===== config.mk =====
export PLATFORM = sky130hd
export DESIGN_NAME = pipelined_barrel_shifter
export DESIGN_NICKNAME = d
export VERILOG_FILES = /design/src/rtl/shifter_pkg.sv /design/src/rtl/pipelined_barrel_shifter_stage.sv /design/src/rtl/pipelined_barrel_shifter.sv
export SDC_FILE = /design/constraint.sdc
export NUM_CORES = 1
export LEC_CHECK = 0
export CAP_MARGIN = 15
export CORE_ASPECT_RATIO = 2
export CORE_MARGIN = 2
export CORE_UTILIZATION = 35
export CTS_BUF_LIST = sky130_fd_sc_hd__clkbuf_4
export DETAILED_ROUTE_END_ITERATION = 16
export PLACE_DENSITY_LB_ADDON = 0.15
export SLEW_MARGIN = 25
export SYNTH_ARGS = -nofsm -noshare
export SYNTH_HDL_FRONTEND = slang
export SYNTH_SLANG_ARGS = --single-unit

===== constraint.sdc =====
create_clock -name clk -period 2 [get_ports clk]
set_input_delay 0.5 -clock clk [delete_from_list [all_inputs] [get_ports clk]]
set_output_delay 0.5 -clock clk [all_outputs]
set_load 0.01 [all_outputs]

===== src/rtl/shifter_pkg.sv =====
// -----------------------------------------------------------------------------
// shifter_pkg
// Shared types and constants for the pipelined barrel shifter.
//   shift_op_t          : operation carried alongside each operand.
//   SHIFTER_DEFAULT_N   : default data width.
// Optional feature macro: SHIFTER_ROTATE_EN (see shift_stage).
// -----------------------------------------------------------------------------
package shifter_pkg;

  typedef enum logic [1:0] {
    SHIFT_SLL = 2'd0,
    SHIFT_SRL = 2'd1,
    SHIFT_SRA = 2'd2,
    SHIFT_ROL = 2'd3
  } shift_op_t;

  localparam int SHIFTER_DEFAULT_N = 32;

endpackage


===== src/rtl/pipelined_barrel_shifter_stage.sv =====
// -----------------------------------------------------------------------------
// shift_stage
// One level of the logarithmic shifter: conditionally shifts the incoming word
// by 2^STAGE_IDX (when shamt bit STAGE_IDX is set) according to the op, then
// registers data, shamt, op and valid when en is high.
// Ports:
//   clk, rst           : clock, synchronous active-high reset
//   en                 : pipeline advance; all registers hold when low
//   valid_in/valid_out : valid bit travelling with the operand
//   data_in/data_out   : N-bit word before/after this stage
//   shamt_in/shamt_out : shift amount travelling with the operand
//   op_in/op_out       : operation travelling with the operand
// Optional feature macro: SHIFTER_ROTATE_EN -- when defined, SHIFT_ROL rotates
// left; otherwise SHIFT_ROL is treated as SHIFT_SLL and no rotate mux exists.
// -----------------------------------------------------------------------------
module shift_stage
  import shifter_pkg::*;
#(
  parameter int N         = SHIFTER_DEFAULT_N,
  parameter int STAGE_IDX = 0,
  parameter int LOG2N     = $clog2(N)
) (
  input  logic             clk,
  input  logic             rst,
  input  logic             en,
  input  logic             valid_in,
  input  logic [N-1:0]     data_in,
  input  logic [LOG2N-1:0] shamt_in,
  input  shift_op_t        op_in,
  output logic             valid_out,
  output logic [N-1:0]     data_out,
  output logic [LOG2N-1:0] shamt_out,
  output shift_op_t        op_out
);

  localparam int S = 1 << STAGE_IDX;

  logic [N-1:0]     data_next;
  logic             valid_reg;
  logic [N-1:0]     data_reg;
  logic [LOG2N-1:0] shamt_reg;
  shift_op_t        op_reg;

  always_comb begin
    data_next = data_in;
    if (shamt_in[STAGE_IDX]) begin
      case (op_in)
        SHIFT_SRL: data_next = data_in >> S;
        // The MSB is never altered by an arithmetic shift, so replicating the
        // current MSB at every stage reproduces the original sign.
        SHIFT_SRA: data_next = {{S{data_in[N-1]}}, data_in[N-1:S]};
`ifdef SHIFTER_ROTATE_EN
        SHIFT_ROL: data_next = {data_in[N-1-S:0], data_in[N-1:N-S]};
`endif
        default:   data_next = data_in << S;
      endcase
    end
  end

  always_ff @(posedge clk) begin
    if (rst) begin
      valid_reg <= 1'b0;
      data_reg  <= '0;
      shamt_reg <= '0;
      op_reg    <= SHIFT_SLL;
    end else if (en) begin
      valid_reg <= valid_in;
      data_reg  <= data_next;
      shamt_reg <= shamt_in;
      op_reg    <= op_in;
    end
  end

  assign valid_out = valid_reg;
  assign data_out  = data_reg;
  assign shamt_out = shamt_reg;
  assign op_out    = op_reg;

endmodule


===== src/rtl/pipelined_barrel_shifter.sv =====
// -----------------------------------------------------------------------------
// pipelined_barrel_shifter
// Fully pipelined logarithmic barrel shifter (SLL/SRL/SRA, optional ROL) with
// one register stage per shamt bit and a whole-pipe stall handshake.
// Latency is LOG2N cycles; throughput one result per cycle.
// Ports:
//   clk, rst            : clock, synchronous active-high reset
//   in_valid/in_ready   : operand handshake (in_ready = pipeline advance)
//   in_data             : N-bit operand
//   in_shamt            : shift amount 0..N-1
//   in_op               : shift_op_t encoding (SLL=0, SRL=1, SRA=2, ROL=3)
//   out_valid/out_ready : result handshake
//   out_data            : shifted result
// Optional feature macro: SHIFTER_ROTATE_EN enables ROL (op=3); otherwise op=3
// behaves as SLL.
// -----------------------------------------------------------------------------
module pipelined_barrel_shifter
  import shifter_pkg::*;
#(
  parameter  int N     = SHIFTER_DEFAULT_N,
  localparam int LOG2N = $clog2(N)
) (
  input  logic             clk,
  input  logic             rst,
  input  logic             in_valid,
  output logic             in_ready,
  input  logic [N-1:0]     in_data,
  input  logic [LOG2N-1:0] in_shamt,
  input  logic [1:0]       in_op,
  output logic             out_valid,
  input  logic             out_ready,
  output logic [N-1:0]     out_data
);

  // Element k is the input of stage k; element LOG2N is the pipeline output.
  logic             valid_chain [0:LOG2N];
  logic [N-1:0]     data_chain  [0:LOG2N];
  logic [LOG2N-1:0] shamt_chain [0:LOG2N];
  shift_op_t        op_chain    [0:LOG2N];

  // Whole-pipe stall: everything moves together or nothing moves, so bubbles
  // stay in place and ordering is trivially preserved.
  logic advance;
  assign advance  = !out_valid || out_ready;
  assign in_ready = advance;

  assign valid_chain[0] = in_valid;
  assign data_chain[0]  = in_data;
  assign shamt_chain[0] = in_shamt;
  assign op_chain[0]    = shift_op_t'(in_op);

  genvar gi;
  generate
    for (gi = 0; gi < LOG2N; gi++) begin : g_stage
      shift_stage #(
        .N         (N),
        .STAGE_IDX (gi),
        .LOG2N     (LOG2N)
      ) u_stage (
        .clk       (clk),
        .rst       (rst),
        .en        (advance),
        .valid_in  (valid_chain[gi]),
        .data_in   (data_chain[gi]),
        .shamt_in  (shamt_chain[gi]),
        .op_in     (op_chain[gi]),
        .valid_out (valid_chain[gi+1]),
        .data_out  (data_chain[gi+1]),
        .shamt_out (shamt_chain[gi+1]),
        .op_out    (op_chain[gi+1])
      );
    end
  endgenerate

  assign out_valid = valid_chain[LOG2N];
  assign out_data  = data_chain[LOG2N];

  // The final shamt/op copies have no consumer.
  logic unused_tail;
  assign unused_tail = ^{shamt_chain[LOG2N], op_chain[LOG2N]};

endmodule

======== Word-level counts from Yosys, hierarchy flattened ========
Index checks and enable logic that the tools add are counted.
storage, ports and cells
  bits in registers ....................... 193
  bits of input ports ..................... 43
  output and inout bits ................... 34
  logic and storage cells ................. 40
operators by class
  equal/unequal tests ..................... 10
  multiplexer cells ....................... 10
  reductions and logical operators ........ 2
operators by type and width
  kind                                           count
  one-hot mux 32 bit (2 select lines)            5
  2-to-1 mux 32 bit                              5
  == test 2 x 1 -> 1 bit, second input constant  5
  == test 2 bit, second input constant           5
  logical NOT 1 bit                              1
  logical OR 1 bit                               1

======== Logic depth before layout (Yosys ltp) ========
Gate-level depths: netlist of the first run.
  depth after elaboration ................. 3
  depth in mapped cells ................... 8
  gate-level depth less buffers ........... 5

======== Cells and area by module ========
Synthesis of the first run repeated with hierarchy kept, for this count alone.
second synthesis, totals
  cell total of the unflattened synthesis .. 1,208
  area, all modules ....................... 10,582.6 sq um
modules (own cells, without submodules)
  module                             times used  cells each  area an instance (sq um)  seq. area each (sq um)
  shift_stage at g_stage[2].u_stage  1           265         2,321.0                   800.8
  shift_stage at g_stage[1].u_stage  1           250         2,230.9                   800.8
  shift_stage at g_stage[0].u_stage  1           251         2,097.0                   800.8
  shift_stage at g_stage[3].u_stage  1           242         2,077.0                   800.8
  shift_stage at g_stage[4].u_stage  1           199         1,850.5                   800.8
  pipelined_barrel_shifter           1           1           6.3                       0.0

======== Worst setup path after synthesis of the first run ========
No wires, ideal clock.
  kind .................................... input port to flip-flop
  start ................................... input in_op[0]
  end ..................................... register g_stage[0].u_stage.data_reg[5]
  library setup time ...................... 0.095 ns
  arrival time ............................ 1.591 ns
  data required time ...................... 1.905 ns
  slack ................................... 0.313 ns
  cell stages on the path ................. 6
  path buffers ............................ 1
  path through ............................ inv_1 > ha_1 > and2b_1 > buf_2 > a31oi_1 > a221oi_1
on the way
  word-level cells in the longest chain between the ends .. 3
  elaborated cells on any way between the ends .. 4
  classes of those cells .................. eq/ne: 2; mux: 2
ends and longest elaborated chain
  element                                                         line                                  source
  start: declaration                                              pipelined_barrel_shifter.sv:29        input logic [1:0] in_op,
  == test 2 bit / == test 2 x 1 -> 1 bit (equally long branches)  pipelined_barrel_shifter_stage.sv:47  case (op_in)
  one-hot mux 32 bit (2 select lines) (*)                         pipelined_barrel_shifter_stage.sv:47
  2-to-1 mux 32 bit (*)                                           pipelined_barrel_shifter_stage.sv:46  if (shamt_in[STAGE_IDX]) begin
  end signal: assignment                                          pipelined_barrel_shifter_stage.sv:68  data_reg <= data_next;
  end: declaration                                                pipelined_barrel_shifter_stage.sv:40  logic [N-1:0] data_reg;
Mark *: on every way between the ends. The rest lies on a longest branch, timed or not.
A chain may end at the register's enable or synchronous reset.

======== Worst setup path after layout of the first run ========
  start ................................... register g_stage[4].u_stage.valid_reg
  end ..................................... output in_ready
on the way
  word-level cells in the longest chain between the ends .. 2
ends and longest elaborated chain
  element                   line                                  source
  start: declaration        pipelined_barrel_shifter_stage.sv:39  logic valid_reg;
  start signal: assignment  pipelined_barrel_shifter_stage.sv:67  valid_reg <= valid_in;
  logical NOT 1 bit         pipelined_barrel_shifter.sv:44        assign advance = !out_valid || out_ready;
  logical OR 1 bit          pipelined_barrel_shifter.sv:44
  end: declaration          pipelined_barrel_shifter.sv:26        output logic in_ready,
No other way between the ends.

==> results by group, run 1 <==
Logic synthesis
  – Dominant cell type by area after synthesis: dfxtp_1
  – Syn_nets: around 1300
  – Synth top cells by count: dfxtp_1, nand2_1, nor2_1, buf_2, inv_1
  – Synth top area cells: dfxtp_1, nand2_1, o311a_1
  – Mapped Area: ~0.01 mm^2
  – Post-synthesis mux area share: 0
  – Number of synthesized flops with an enable pin: 0
  – Synth Area in Compound Gates: 0.286
  – Synth Flop Type: dfxtp_1
  – Cells after Synth: between 1000 and 1500
  – #FFs+latches synth: between 150 and 200
  – Synth Area in Simple Gates: 0.211
  – Register area share after synthesis: 0.368
  – Post-synth top area share: 0.368
  – Adder-cell share of the synthesized area: 0.0126
  – Synth unique cells: 38
  – Largest family of logic cells by synthesized area: compound AO/OA/AOI/OAI gates
  – Post-synthesis xor/xnor area fraction: 0
  – Fraction of registers with async set or reset after synthesis: 0
  – Mean Syn Cell Area: 8.06 um^2
  – Yosys Warn Count: 0
  – Most common cell in the netlist: dfxtp_1

Global routing
  – Met1 usage: 0.208
  – Global route overflow: 0
  – Total GRT Usage: 0.198
  – Grt met2 use: 0.379
  – First-pass GRT wire length: about 47000 um
  – Number of global-route vias before repair: ~8800
  – GR Util met3: 0.0257
  – Initial antenna violation count: 1
  – Most crowded layer after global routing: met2
  – Largest net degree at the start of global routing: 67

STA
  – Finish-stage setup viols: 0
  – Max Slew Vio Count: 0
  – Setup Skew: around 0.025 ns
  – Final Cycle Share: 0.967
  – Hold Slack: about 0.3 ns
  – Final hold violation count: 0
  – RSZ-0062 raised after global routing: true
  – Slew of the pin with the lowest slew margin: between 0.6 and 0.7 ns
  – FMAX: just over 500 MHz
  – Relative slew slack: 0.545
  – Post-layout min period: 1.93 ns

Route
  – DRC: 0
  – Antenna-violating nets left: 0
  – Vias: 8936
  – Iteration-0 DRC Markers: roughly 450
  – Total Wirelength: between 20000 and 30000 um
  – Drt pass-1 iters: 5
  – Wire per inst: 18.0 um
  – Vias/cell: 5.58

Pwr
  – Clk network pwr share: 0.281
  – Pwr Density: 642 mW/mm^2
  – P_leak: just over 4 nW
  – Comb power frac: 0.162
  – Design Power: 7.21 mW
  – Seq pwr share: 0.557
  – NetSw: around 2.2 mW
  – Maximum vdd ir drop: approximately 0.25 mV
  – Power Internal: 5.00 mW
  – Net Sw Frac: 0.307

Clocking
  – # H-tree levels: 4
  – Clk buf depth: 2
  – CTS buffer count: 17
  – Worst-skew pair later-pin latency: ~0.62 ns
  – Reg clk slew, reported paths: 0.16 ns
  – Hold bufs inserted after CTS: 0
  – Clk sinks: 183
  – Clock Root Buffer: clkbuf_4
  – CTS tree: done

Die
  – Die area: about 0.03 mm^2
  – IO Count: 77
  – Starting Density: 0.354
  – Height of the die: roughly 240 um
  – Row Count: 87
  – Core Box Area: 0.0281 mm^2
  – Die W: between 100 and 150 um

Finish
  – Fin nets: 1285
  – Multi-input gate area: between 0.005 and 0.006 mm^2
  – FF/Latch Area: between 0.003 and 0.004 mm^2
  – Share of post-route cells with drive strength above 1: 0.103
  – Fill cells: 3013
  – Layout area overhead: 12.9%

Critical path
  – Worst path slowest cell: dfxtp_2
  – Worst Path Max Fanout: 3
  – Slowest stage delay, CP: between 0.3 and 0.4 ns
  – CP top delay family: flip-flops
  – Required @ worst endpoint: 1.50 ns
  – CP Cell Sequence: nor2b_4 > inv_8 > buf_12
  – FF-to-FF Start: g_stage[2].u_stage.op_out[0]$_SDFFE_PP0P_
  – Reg2reg end: g_stage[3].u_stage.data_out[4]$_SDFFE_PP0P_
  – Critical Path End Type: output port
  – CP arrival: around 1.4 ns
  – Worst Setup Path Type: reg2out
  – R2r setup slk: ~0.21 ns
  – Critical path buffer and inverter count: 2
  – CP Launch Type: flip-flop
  – FF-to-FF path depth: 5

Min path
  – Worst hold path class: in2reg
  – Hold endpoint: g_stage[2].u_stage.data_out[29]$_SDFFE_PP0P_
  – Worst Hold Depth: 2
  – Hold wc startpoint: rst

Placement
  – Hpwl dp: approximately 21000 um
  – Port Buf Inserts: 76
  – Routability cong.: between 0.7 and 0.8

Run status
  – Status: completed

Flow run
  – Max cap viols: 0
==> final cells by class <==
| cell class | count | area share |
|---|---|---|
| antenna | 1 | 0.000223 |
| clock buffer | 18 | 0.0120 |
| tap | 356 | 0.0396 |
| sequential | 183 | 0.327 |
| multi-input combinational | 817 | 0.452 |
| inverter | 67 | 0.0231 |
| clock inverter | 14 | 0.0114 |
| timing repair buffer | 146 | 0.135 |
==> metrics by stage <==
step            util  TNS [ns]  cell area [um^2]  cells  setup WS [ns]
2_1_floorplan      -         0              9950   1234          0.313
3_3_place_gp   0.391     -9.71             11000   1567         -0.254
3_5_place_dp   0.391    -10.28             11000   1567         -0.274
4_1_cts        0.400   -0.0223             11200   1600        -0.0223
5_1_grt        0.400   -0.0413             11200   1602        -0.0413
6_report       0.400         0             11200   1602         0.0664
==> routing by layer <==
layer / vias up / part of all wire
met2: 167 / 0.57
met4: 0 / 0.034
met1: 4240 / 0.37
met3: 43 / 0.024
met5: - / 0
li1: 4486 / -
==> cells in the final DEF, fill, tap and decap left out, drive strengths merged, types with 31 or more instances in the layout <==
cell and n:
dlygate4sd2 33, inv 70, buf 72, a21oi 59
nor2b 36, nand3b 31, o21ai 54, dfxtp 183
a311oi 48, clkdlybuf4s50 41, nand2 161, nand3 32
a221oi 50, nor2 86, o311a 55
==> repair_timing <==
action | in CTS | in global routing
resized for setup | 38 | 0
setup buffers | 1 | 1
setup endpoints to repair | 34 | 1
==> cell families after synthesis <==
kind of cell,after synthesis
buffers and inverters,234
adder cells (fa/ha/maj),10
AO/OA/AOI/OAI,369
AND/OR/NAND/NOR,438
flip-flops,183
==> worst max-delay path by stage <==
stage / startpoint / end / slack (ns) / depth (start not counted)
final: g_stage[4].u_stage.valid_out$_SDFFE_PP0P_ / in_ready / 0.07 / 3
after global routing: g_stage[4].u_stage.valid_out$_SDFFE_PP0P_ / in_ready / -0.04 / 3
after CTS: g_stage[4].u_stage.valid_out$_SDFFE_PP0P_ / in_ready / -0.02 / 3
after detailed placement: in_op[0] / g_stage[0].u_stage.data_out[17]$_SDFFE_PP0P_ / -0.27 / 7
after global placement: in_op[0] / g_stage[0].u_stage.data_out[21]$_SDFFE_PP0P_ / -0.25 / 7
after floorplan: in_op[0] / g_stage[0].u_stage.data_out[5]$_SDFFE_PP0P_ / 0.31 / 6
==> registers in the layout (all words and copies together), names as in the netlist <==
name	count
g_stage.u_stage.data_out	160
g_stage.u_stage.shamt_out	10
g_stage.u_stage.op_out	8
g_stage.u_stage.valid_out	5
==> power groups by stage <==
| stage | Combinational, mW | Sequential [mW] | Clock, mW |
|---|---|---|---|
| floorplan | 0.824 | 4.02 | 0 |
| global placement | 1.18 | 4.10 | 0 |
| detailed placement | 1.19 | 4.10 | 0 |
| CTS | 1.18 | 4.02 | 2.13 |
| global route | 1.30 | 4.05 | 2.27 |
| finish | 1.17 | 4.02 | 2.03 |
Power figures use the tool's default switching activity.
==> run 2, diff against run 1 <==
Settings changed: TNS_END_PERCENT set to 5.
==> run 2 against run 1 <==
- the run now ends with negative setup slack left
- sequential cell count unchanged
- die area did not move
- first-iteration DRC count is 0.22% lower
- global-route usage shrank 0.067 points
- largest cell class unchanged
- largest power group unchanged
==> results by group, run 2 (synthesis gave the netlist of run 1 again) <==
Clocking
  – Clk buf depth: 2 (unchanged)
  – Worst-skew pair later-pin latency: 0.62 ns (about the same)
  – Clock Root Buffer: clkbuf_4
  – CTS tree: done
  – Reg clk slew, reported paths: 0.16 ns (about the same)
  – CTS buffer count: 17 (unchanged)
  – Clk sinks: 183 (unchanged)
  – # H-tree levels: 4 (unchanged)

Critical path
  – R2r setup slk: 0.20 ns (about the same)
  – Worst Path Max Fanout: 6 (+3)
  – CP Launch Type: flip-flop
  – CP Cell Sequence: nor2b_4 > clkinv_8 > buf_12
  – Worst Setup Path Type: reg2out
  – Critical Path End Type: output port
  – Slowest stage delay, CP: 0.35 ns (about the same)
  – Worst path slowest cell: dfxtp_2
  – Required @ worst endpoint: 1.50 ns (about the same)
  – CP arrival: 1.52 ns (+0.09 ns)
  – FF-to-FF path depth: 5 (unchanged)

STA
  – FMAX: 496 MHz (-4.1%)
  – Setup Skew: 0.0216 ns (-0.00331 ns)
  – Final Cycle Share: 1.01 (+0.0417)
  – Post-layout min period: 2.02 ns (+0.0835 ns)
  – Finish-stage setup viols: 1 (+1)
  – Setup_tns: -0.0171 ns (-0.0171 ns)
  – Final hold violation count: 0 (unchanged)
  – RSZ-0062 raised after global routing: true
  – Post-route worst setup slack: -0.0171 ns (-0.0835 ns)
  – Slew of the pin with the lowest slew margin: 0.687 ns (+0.00408 ns)
  – Max Slew Vio Count: 0 (unchanged)
  – Relative slew slack: 0.542 (-0.00272)

Die
  – Row Count: 87 (unchanged)
  – Die area: 0.0299 mm^2 (unchanged)
  – Starting Density: 0.354 (unchanged)
  – IO Count: 77 (unchanged)
  – Core Box Area: 0.0281 mm^2 (unchanged)
  – Height of the die: 242 um (unchanged)
  – Die W: 123 um (unchanged)

Pwr
  – P_leak: 4.16 nW (+1.1%)
  – Maximum vdd ir drop: 0.252 mV (+1.8%)
  – Pwr Density: 639 mW/mm^2 (-0.49%)

Global routing
  – Number of global-route vias before repair: 8804 (-0.079%)
  – Global route overflow: 0 (unchanged)
  – First-pass GRT wire length: 47000 um (-0.23%)
  – Total GRT Usage: 0.197 (-0.000671)
  – Largest net degree at the start of global routing: 67 (unchanged)
  – Initial antenna violation count: 1 (unchanged)

Route
  – DRC: 0 (unchanged)
  – Vias: 8949 (+0.15%)
  – Antenna-violating nets left: 0 (unchanged)
  – Drt pass-1 iters: 5 (unchanged)
  – Total Wirelength: 28800 um (+0.30%)
  – Iteration-0 DRC Markers: 451 (-0.22%)
  – Wire per inst: 17.9 um (-0.20%)
  – Vias/cell: 5.56 (-0.35%)

Finish
  – Max FFs per register: 160 (unchanged)
  – Most common cell after layout, fill and taps aside: dfxtp_1
  – Share of post-route cells with drive strength above 1: 0.109 (+0.00573)
  – Most frequent cells in the layout: dfxtp_1, nand2_1, nor2_1, inv_1, a21oi_1
  – Final Instance Area: 0.0113 mm^2 (+0.59%)
  – Fin nets: 1293 (+0.62%)
  – Layout area overhead: 13.6%
  – Fill cells: 3005 (-0.27%)

Placement
  – Hpwl dp: 21300 um (unchanged)
  – Routability cong.: 0.794 (unchanged)
  – Port Buf Inserts: 76 (unchanged)
  – Placed Area: 0.0110 mm^2 (unchanged)

Run status
  – Failing checks: negative setup slack
  – Status: finished with violations

Flow run
  – Max cap viols: 0 (unchanged)

Min path
  – Worst hold path class: in2reg
  – Worst Hold Depth: 2 (unchanged)
==> run 2: critical path, delay by kind of cell, from the launching register on <==
| kind | cells | cell delay, ns |
|---|---|---|
| buffers and inverters | 2 | 0.26 |
| DFF | 1 | 0.35 |
| and+or+nand+nor | 1 | 0.29 |
==> run 2: what timing repair did <==
item | in CTS | in global routing
buffers inserted | 0 | 10
hold buffers | 0 | 0
pin swaps | 0 | 0
endpoints found under the setup margin | 34 | 2
resized for setup | 37 | 2
==> run 2: worst paths after layout <==
kind                                           startpoint                                           end
max             g_stage[4].u_stage.valid_out$_SDFFE_PP0P_                                      in_ready
min                                                   rst  g_stage[2].u_stage.data_out[29]$_SDFFE_PP0P_
max reg2reg     g_stage[2].u_stage.op_out[0]$_SDFFE_PP0P_   g_stage[3].u_stage.data_out[4]$_SDFFE_PP0P_
min reg2reg  g_stage[0].u_stage.shamt_out[2]$_SDFFE_PP0P_  g_stage[0].u_stage.shamt_out[2]$_SDFFE_PP0P_
==> run 2: area by class of cell <==
type / instances / area [um^2] / share of cell area
multi-input combinational: 817 / 5080 / 0.449
inverter: 67 / 264 / 0.0234
timing repair buffer: 154 / 1580 / 0.140
clock inverter: 14 / 128 / 0.0113
tap: 356 / 445 / 0.0394
antenna: 1 / 2.50 / 0.000221
clock buffer: 18 / 135 / 0.0120
sequential: 183 / 3670 / 0.325
==> run 2: report_power, final <==
part	total (mW)	leakage [nW]	internal, mW	switching, mW
sequential	4.02	1.50	3.84	0.173
clock	2.03	0.147	0.642	1.39
combinational	1.17	2.51	0.513	0.656
==> run 2: per-layer routing <==
metal,vias to the layer above,routed length (um),global-route usage
met5,-,0,0
met1,4248,10800,0.206
li1,4501,-,-
met3,42,623,0.0257
met2,158,16400,0.378
met4,0,999,0.0856
==> run 2: stage by stage <==
stage               utilization  power (mW)  setup slack, ns  hold WS, ns  instances
finish                    0.402        7.22          -0.0171        0.298       1610
global route              0.402        7.61           -0.123        0.242       1610
CTS                       0.399        7.33           -0.104        0.221       1599
detailed placement        0.391        5.29           -0.274        0.443       1567
global placement          0.391        5.28           -0.254        0.440       1567
floorplan                     -        4.85            0.313        0.432       1234
